## config.mk

```make
export PLATFORM = sky130hd
export DESIGN_NAME = multiple_list_streamer
export DESIGN_NICKNAME = d
export VERILOG_FILES = /design/src/rtl/tutor_pkg.sv /design/src/rtl/lsb_index_enc.sv /design/src/rtl/multiple_list_streamer.sv
export SDC_FILE = /design/constraint.sdc
export NUM_CORES = 1
export LEC_CHECK = 0
export ABC_AREA = 1
export BUFFER_PORTS_ARGS = -buffer_cell sky130_fd_sc_hd__buf_2
export CORE_MARGIN = 2
export CORE_UTILIZATION = 60
export DETAILED_ROUTE_END_ITERATION = 7
export GPL_TIMING_DRIVEN = 0
export HOLD_SLACK_MARGIN = 0.03
export PLACE_DENSITY_LB_ADDON = 0.25
export SYNTH_ARGS = -nofsm -noshare
export SYNTH_HDL_FRONTEND = slang
export SYNTH_SLANG_ARGS = --single-unit
```

## constraint.sdc

```tcl
create_clock -name clk -period 4.1 [get_ports clk]
set_input_delay 0 -clock clk [delete_from_list [all_inputs] [get_ports clk]]
set_output_delay 0 -clock clk [all_outputs]
set_load 0.01 [all_outputs]
```

## src/rtl/tutor_pkg.sv

```systemverilog
// Shared constants and state encoding for the math tutor and its answer streamer.
package tutor_pkg;

   // Mask width: one bit per candidate number 0..WIDTH-1.
   localparam int WIDTH        = 32;
   localparam int IDX_W        = 5;
   // The tutor produces its answer vector at this width, so both ends agree.
   localparam int TUTOR_MASK_W = WIDTH;

   typedef enum logic [1:0] {
      ST_IDLE = 2'd0,
      ST_EMIT = 2'd1,
      ST_DONE = 2'd2
   } state_t;

endpackage

```

## src/rtl/lsb_index_enc.sv

```systemverilog
// Combinational priority encoder: index of the lowest set bit plus an all-zero flag.
module lsb_index_enc #(
   parameter int W  = tutor_pkg::WIDTH,
   parameter int IW = tutor_pkg::IDX_W
) (
   input  logic [W-1:0]  vec,
   output logic [IW-1:0] idx,
   output logic          zero
);

   // Scan from the top down so the lowest set bit is the last one written.
   always_comb begin
      idx  = '0;
      zero = 1'b1;
      for (int i = W - 1; i >= 0; i--) begin
         if (vec[i]) begin
            idx  = IW'(i);
            zero = 1'b0;
         end
      end
   end

endmodule

```

## src/rtl/multiple_list_streamer.sv

```systemverilog
// Loads one answer mask and streams the indices of its set bits in ascending order.
module multiple_list_streamer #(
   parameter int WIDTH = tutor_pkg::WIDTH,
   parameter int IDX_W = tutor_pkg::IDX_W
) (
   input  logic             clk,
   input  logic             rst_n,
   input  logic             in_valid,
   output logic             in_ready,
   input  logic [WIDTH-1:0] mask_in,
   output logic             out_valid,
   input  logic             out_ready,
   output logic [IDX_W-1:0] out_num,
   output logic             out_last,
   output logic             done,
   output logic [IDX_W:0]   count
);

   import tutor_pkg::*;

   localparam logic [WIDTH-1:0] MASK_ONE  = {{(WIDTH-1){1'b0}}, 1'b1};
   localparam logic [IDX_W:0]   COUNT_ONE = {{IDX_W{1'b0}}, 1'b1};

   state_t             state_reg,   state_next;
   logic [WIDTH-1:0]   pending_reg, pending_next;
   logic [IDX_W:0]     count_reg,   count_next;

   logic [IDX_W-1:0]   lsb_idx;
   logic               pending_zero;
   logic [WIDTH-1:0]   pending_cleared;
   logic               pending_single;

   lsb_index_enc #(
      .W  (WIDTH),
      .IW (IDX_W)
   ) u_lsb_enc (
      .vec  (pending_reg),
      .idx  (lsb_idx),
      .zero (pending_zero)
   );

   // Dropping the lowest set bit; a result of zero means it was the last one.
   assign pending_cleared = pending_reg & (pending_reg - MASK_ONE);
   assign pending_single  = (pending_cleared == '0);

   // State, pending mask and beat counter; reset abandons any partial stream.
   always_ff @(posedge clk or negedge rst_n) begin
      if (!rst_n) begin
         state_reg   <= ST_IDLE;
         pending_reg <= '0;
         count_reg   <= '0;
      end else begin
         state_reg   <= state_next;
         pending_reg <= pending_next;
         count_reg   <= count_next;
      end
   end

   // Next-state, handshake and output decode.
   always_comb begin
      state_next   = state_reg;
      pending_next = pending_reg;
      count_next   = count_reg;
      in_ready     = 1'b0;
      out_valid    = 1'b0;
      out_last     = 1'b0;
      out_num      = '0;
      done         = 1'b0;
      case (state_reg)
         ST_IDLE: begin
            in_ready = 1'b1;
            if (in_valid) begin
               pending_next = mask_in;
               count_next   = '0;
               state_next   = (mask_in != '0) ? ST_EMIT : ST_DONE;
            end
         end
         ST_EMIT: begin
            // pending is never empty here; the guard keeps a corrupted
            // state from emitting a bogus beat and steers it to DONE.
            out_valid = !pending_zero;
            out_last  = !pending_zero && pending_single;
            out_num   = lsb_idx;
            if (pending_zero) begin
               state_next = ST_DONE;
            end else if (out_ready) begin
               pending_next = pending_cleared;
               count_next   = count_reg + COUNT_ONE;
               if (pending_single) begin
                  state_next = ST_DONE;
               end
            end
         end
         ST_DONE: begin
            done       = 1'b1;
            state_next = ST_IDLE;
         end
         default: begin
            state_next = ST_IDLE;
         end
      endcase
   end

   assign count = count_reg;

endmodule
```

=== After elaboration in Yosys (flattened, before gate mapping) ===
Cells that the tools add are included.

* Bits in registers: 40
* Latch bits: 0
* Memory bits (writable): 0
* Bits in read-only memories: 0
* Logic and storage cells: 104
* Memories: 0

* Add/sub/neg operators: 2
* Multipliers: 0
* Divide/modulo/power cells: 0
* $lt $le $gt $ge: 0
* Equal/unequal tests: 7
* Shift-type cells: 0
* Muxes and demuxes: 83
* Bitwise logic cells: 1
* Reductions and logical operators: 8

{| class="wikitable"
|+ Operators with widths
! operator !! count
|-
| 2-to-1 mux 5 bit || 33
|-
| 2-to-1 mux 32 bit || 3
|-
| case mux 32 bit (2 select lines) || 1
|-
| 2-to-1 mux 1 bit || 36
|-
| AND 32 bit || 1
|-
| logical NOT 32 bit || 1
|-
| nonzero test 32 bit || 1
|-
| subtractor 32 x 1 -> 32 bit (second input constant) || 1
|-
| 2-to-1 mux 6 bit || 3
|-
| case mux 6 bit (2 select lines) || 1
|-
| 2-to-1 mux 2 bit || 5
|-
| adder 6 x 1 -> 6 bit (second input constant) || 1
|-
| inequality test 2 bit (second input constant) || 3
|-
| inequality test 3 bit (second input constant) || 2
|-
| case mux 2 bit (2 select lines) || 1
|-
| AND reduction 4 bit || 1
|-
| AND reduction 3 bit || 1
|-
| == test 2 x 1 -> 1 bit (second input constant) || 1
|-
| == test 2 bit (second input constant) || 1
|-
| logical NOT 2 bit || 1
|-
| nonzero test 2 bit || 1
|-
| logical AND 1 bit || 1
|-
| logical NOT 1 bit || 1
|}

=== Logic depth before layout (Yosys ltp) ===
* Word-level depth: 35
* Depth in mapped cells: 31

=== Cells and area by module ===
A second synthesis with hierarchy kept.

* Cell total of the unflattened synthesis: 507
* Area, all modules: 3118.0 um2

{| class="wikitable"
|+ Modules (own cells, without submodules)
! module !! instances !! cells an instance !! area an instance (um2)
|-
| multiple_list_streamer || 1 || 401 || 2676.3
|-
| lsb_index_enc || 1 || 106 || 441.7
|}

=== Least setup slack after synthesis ===
OpenSTA, ideal clock, no wires.

* Path type: flip-flop to flip-flop
* From: register pending_reg[0]
* To: register state_reg[1]
* Library setup time: 0.080 ns
* Arrival: 2.082 ns
* Path slack: 1.938 ns
* Stages on the path, launching flop included: 18
* Path buffers: 0
* Cell sequence: dfrtp_1 -> inv_2 -> nand2_2 -> nor2_4 -> inv_2 -> nor2_4 -> inv_2 -> nor2_2 -> inv_2 -> nor2_8 -> nand3_4 -> o31ai_4 -> nand2_1 -> nor4_2 -> nand3_1 -> o21ai_2 -> o21ai_2 -> nor3b_2

* Word-level cells in the longest chain between the ends: 5
* Elaborated cells on any way between the ends: 9
* Those cells by class: 1 x add/sub; 2 x eq/ne; 3 x mux; 1 x bitwise; 2 x reduce/logical

{| class="wikitable"
|+ Ends and longest elaborated chain
! item !! RTL line !! source
|-
| from (decl) || multiple_list_streamer.sv:25 || <nowiki>logic [WIDTH-1:0] pending_reg, pending_next;</nowiki>
|-
| from (signal assigned) || multiple_list_streamer.sv:54 || <nowiki>pending_reg <= pending_next;</nowiki>
|-
| subtractor 32 x 1 -> 32 bit || multiple_list_streamer.sv:43 || <nowiki>assign pending_cleared = pending_reg & (pending_reg - MASK_ONE);</nowiki>
|-
| AND 32 bit || multiple_list_streamer.sv:43 ||
|-
| logical NOT 32 bit || multiple_list_streamer.sv:44 || <nowiki>assign pending_single = (pending_cleared == '0);</nowiki>
|-
| inequality test 3 bit (no line) || -- ||
|-
| AND reduction 3 bit (no line) || -- ||
|-
| to (signal assigned) || multiple_list_streamer.sv:53 || <nowiki>state_reg <= state_next;</nowiki>
|-
| to (decl) || multiple_list_streamer.sv:24 || <nowiki>state_t state_reg, state_next;</nowiki>
|}

Parallel ways exist; a longest one is shown, timed or not.
A chain may end at the register's enable or synchronous reset.

=== Worst setup path in the final report ===
* From: register pending_reg[5]
* To: output out_last

* Word-level cells in the longest chain between the ends: 9
* Elaborated cells on any way between the ends: 12
* Those cells by class: 1 x add/sub; 7 x mux; 1 x bitwise; 3 x reduce/logical

{| class="wikitable"
|+ Ends and longest elaborated chain
! item !! RTL line !! source
|-
| parallel branches: the longest is 7 deep, another holds subtractor 32 x 1 -> 32 bit || -- ||
|-
| logical AND 1 bit * || multiple_list_streamer.sv:82 || <nowiki>out_last = !pending_zero && pending_single;</nowiki>
|-
| 2-to-1 mux 1 bit * || multiple_list_streamer.sv:69 || <nowiki>case (state_reg)</nowiki>
|-
| to (decl) || multiple_list_streamer.sv:14 || <nowiki>output logic out_last,</nowiki>
|}

Every way passes the cells marked *.

==> flow_summary.json <==
{
  "cts_tree": "done",
  "portBuffers": 50,
  "syn_nets": 437,
  "ys_async_sr_fraction_pct": 100.0,
  "detail_route.drc_violations": 0,
  "area.sequential_um2": 1001,
  "peak_ir_drop_on_the_vdd_network_v": 0.0003902,
  "synth_area_leaders": "dfrtp_1 36%, nand2_1 13%, o21ai_0 8.9%",
  "route.detailed.vias_per_inst": 5.927,
  "clk_transition_reported_paths_ps": 80,
  "postSynthAreaPerCell_um2": 6.919,
  "synth-seq-cells": 40,
  "r2r_slack_ps": 1310,
  "firstDrtPassIters": 5,
  "setup.worst_path.class": "flip-flop to output port",
  "worstReg2RegEnd": "pending_reg[1]$_DFFE_PN0P_",
  "leakage_nw": 1.634,
  "place_hpwl_um": 5523,
  "cp-start-kind": "flip-flop",
  "tritoncts.num_buffers": 5,
  "status": "finished clean",
  "ys_seq_area_share_pct": 36.17,
  "crit_path_max_fanout": 5,
  "crit_arrival_ps": 2890,
  "finClkSkew_ps": 6.872,
  "power_frac_seq_pct": 28.4,
  "synthDominantAreaCellType": "dfrtp_1",
  "worstHoldPathCells": 4,
  "worstSetupEndpointType": "output port",
  "power.switching_mw": 1.288,
  "reported_max_cap_violation_count": 0,
  "comb_power_share_pct": 56.8,
  "cts_max_path_buffers": 2,
  "final_core_utilization_pct": 79.25,
  "edff_count_synth": 0,
  "intPower_mw": 1.281,
  "synth.cell_area_um2": 2768,
  "syn_to_final_growth_pct": 25.54,
  "timing.setup.tns_ps": 0,
  "fmax_ghz": 0.3459,
  "r2r_start": "pending_reg[5]$_DFFE_PN0P_",
  "drt-initial-drc-count": 283,
  "height_of_the_die_um": 71.92,
  "post_route_clock_period_utilization_pct": 70.51,
  "timing_worst_slew_pin_value_ps": 942.2,
  "number_of_flip_flops_in_the_largest_register": 32,
  "worstRegToRegCells": 15,
  "grt_pass1_vias": 3020,
  "postRouteWirelength_um": 8128,
  "gr-total-overflow": 0,
  "floorplan.die_area_um2": 5172,
  "cp_data_required_time_ps": 4100,
  "cts_root_buf": "clkbuf_8",
  "library_cell_with_the_highest_instance_count_after_synthesis": "nand2_1",
  "layout.nets": 520,
  "clock_sink_count": 40,
  "synthesis.yosys.warnings": 0,
  "overall_fraction_of_global_route_tracks_in_use_pct": 34.00,
  "worstHoldStart": "out_ready",
  "dieWidth_um": 71.92,
  "rsz0062_at_grt": "no",
  "synth_top_cells_by_count": "93 x nand2_1, 51 x inv_1, 49 x o21ai_0, 40 x dfrtp_1, 28 x nor2_1",
  "antenna_violations_before_repair": 1,
  "multiInputGateArea_um2": 1461,
  "synth_top_area_share_pct": 36.17,
  "dominantRegCellSynth": "dfrtp_1",
  "wl_per_cell_um": 15.16,
  "core-area_um2": 4384,
  "rows": 24,
  "final_max_slew_viol_count": 0,
  "h-tree-depth": 2,
  "swShare_pct": 50.14,
  "top_level_ports": 51,
  "hold_class": "input port to flip-flop",
  "final_layout_size_suffix_gt1_share_pct": 19.67,
  "finalWeightedCongestion": 0.9737,
  "finalPower_mw": 2.570,
  "power_per_cell_area_nw_per_um2": 739.6,
  "worst_hold_path.endpoint": "state_reg[0]$_DFFE_PN0P_",
  "floorplan.initialDensity_pct": 63.13,
  "largest_net_degree_at_the_start_of_global_routing": 41,
  "clock_power_share_pct": 14.8,
  "global_route_wire_length_before_repair_um": 13830,
  "drtAntennaViolNets": 0,
  "post_synth_inst_count": 400,
  "cts_resized": 0,
  "worst_skew_pair.late_latency_ps": 300,
  "timing.final.setup_violations": 0,
  "vias": 3177,
  "n_fill_cell": 312,
  "period_needed_ps": 2891,
  "synthDistinctLibCells": 34,
  "finalHoldViolCount": 0,
  "relSlewSlack_pct": 37.18
}
how the worst max path moves through the flow:
stage                               startpoint                     endpoint  slack (ps)
finish              pending_reg[5]$_DFFE_PN0P_                     out_last        1210
floorplan           pending_reg[0]$_DFFE_PN0P_     state_reg[1]$_DFFE_PN0P_        1940
CTS                 pending_reg[5]$_DFFE_PN0P_                     out_last        1320
global route        pending_reg[5]$_DFFE_PN0P_                     out_last         990
global placement    pending_reg[5]$_DFFE_PN0P_  pending_reg[18]$_DFFE_PN0P_        1560
detailed placement  pending_reg[5]$_DFFE_PN0P_  pending_reg[18]$_DFFE_PN0P_        1460
power groups by stage:
stage,clock [mW],combinational (mW),sequential [mW]
2_1_floorplan,0,1.04,0.700
3_3_place_gp,0,1.35,0.723
3_5_place_dp,0,1.39,0.729
4_1_cts,0.381,1.42,0.723
5_1_grt,0.398,1.66,0.752
6_report,0.380,1.46,0.730
layout by cell type (no fill, tap or decap), types with 3 or more instances in the layout:
| master | count |
|---|---|
| nor2_2 | 9 |
| nor4_1 | 9 |
| nand3_1 | 10 |
| o21ai_0 | 49 |
| nand2_1 | 93 |
| buf_1 | 3 |
| inv_1 | 51 |
| o31ai_1 | 5 |
| buf_2 | 51 |
| nor2_4 | 3 |
| o211ai_1 | 20 |
| inv_2 | 16 |
| dfrtp_1 | 40 |
| nor3_1 | 7 |
| dlygate4sd3_1 | 26 |
| clkbuf_8 | 5 |
| nand4_1 | 8 |
| o21ai_2 | 3 |
| clkbuf_1 | 10 |
| a21oi_1 | 17 |
| nor2_1 | 28 |
worst max-delay path, cell delays in order (launching register included):
cell and delay, ps:
dfrtp_1 420, nor2_1 210, nand2_1 140, nor2_4 150
inv_2 70, nor2_2 140, inv_2 80, o31ai_1 290
nand4_1 180, nor4_1 320, nand3_1 190, nor3_1 220
buf_2 180
cell families (layout without fill, tap and decap cells):
family / Yosys count / count (layout) / share of synthesized area [%]
compound gates: 104 / 104 / 22.69
xor+xnor: 1 / 1 / 0.3165
fa+ha+maj: 1 / 1 / 0.4520
buf+inv: 81 / 164 / 11.03
flops: 40 / 40 / 36.17
other cells: 0 / 1 / 0
simple gates: 173 / 173 / 29.34
repair_timing:
action / 4_1_cts / 5_1_grt
hold buffers: 26 / 0
endpoints found under the hold margin: 65 / 0
setup buffers: 0 / 0
routing by layer:
metal  vias to the layer above  wire length [um]  global-route usage, %
li1                       1492                 -                      -
met1                      1484              3185                  44.13
met2                       172              3976                  56.17
met3                        29               655                  5.000
met4                         0               310                  16.14
met5                         -                 0                      0
layout make-up:
| class | count | area share, % |
|---|---|---|
| diodes | 1 | 0.07202 |
| plain buffers | 14 | 1.548 |
| clock buffers | 5 | 1.981 |
| clock inverters | 2 | 1.728 |
| inverters | 67 | 7.238 |
| multi-input cells | 279 | 42.06 |
| flip-flops and latches | 40 | 28.81 |
| well taps | 52 | 1.873 |
| repair buffers | 76 | 14.69 |
per-stage QoR:
step           area (um^2)  hold slack, ps  instances  setup WS [ps]
4_1_cts               3472           36.68        535           1319
5_1_grt               3475           76.71        536          986.1
3_5_place_dp          3083           182.5        502           1465
6_report              3475           31.89        536           1209
3_3_place_gp          3083           176.0        502           1555
2_1_floorplan         2768          -295.6        400           1938
Power figures use the tool's default switching activity.
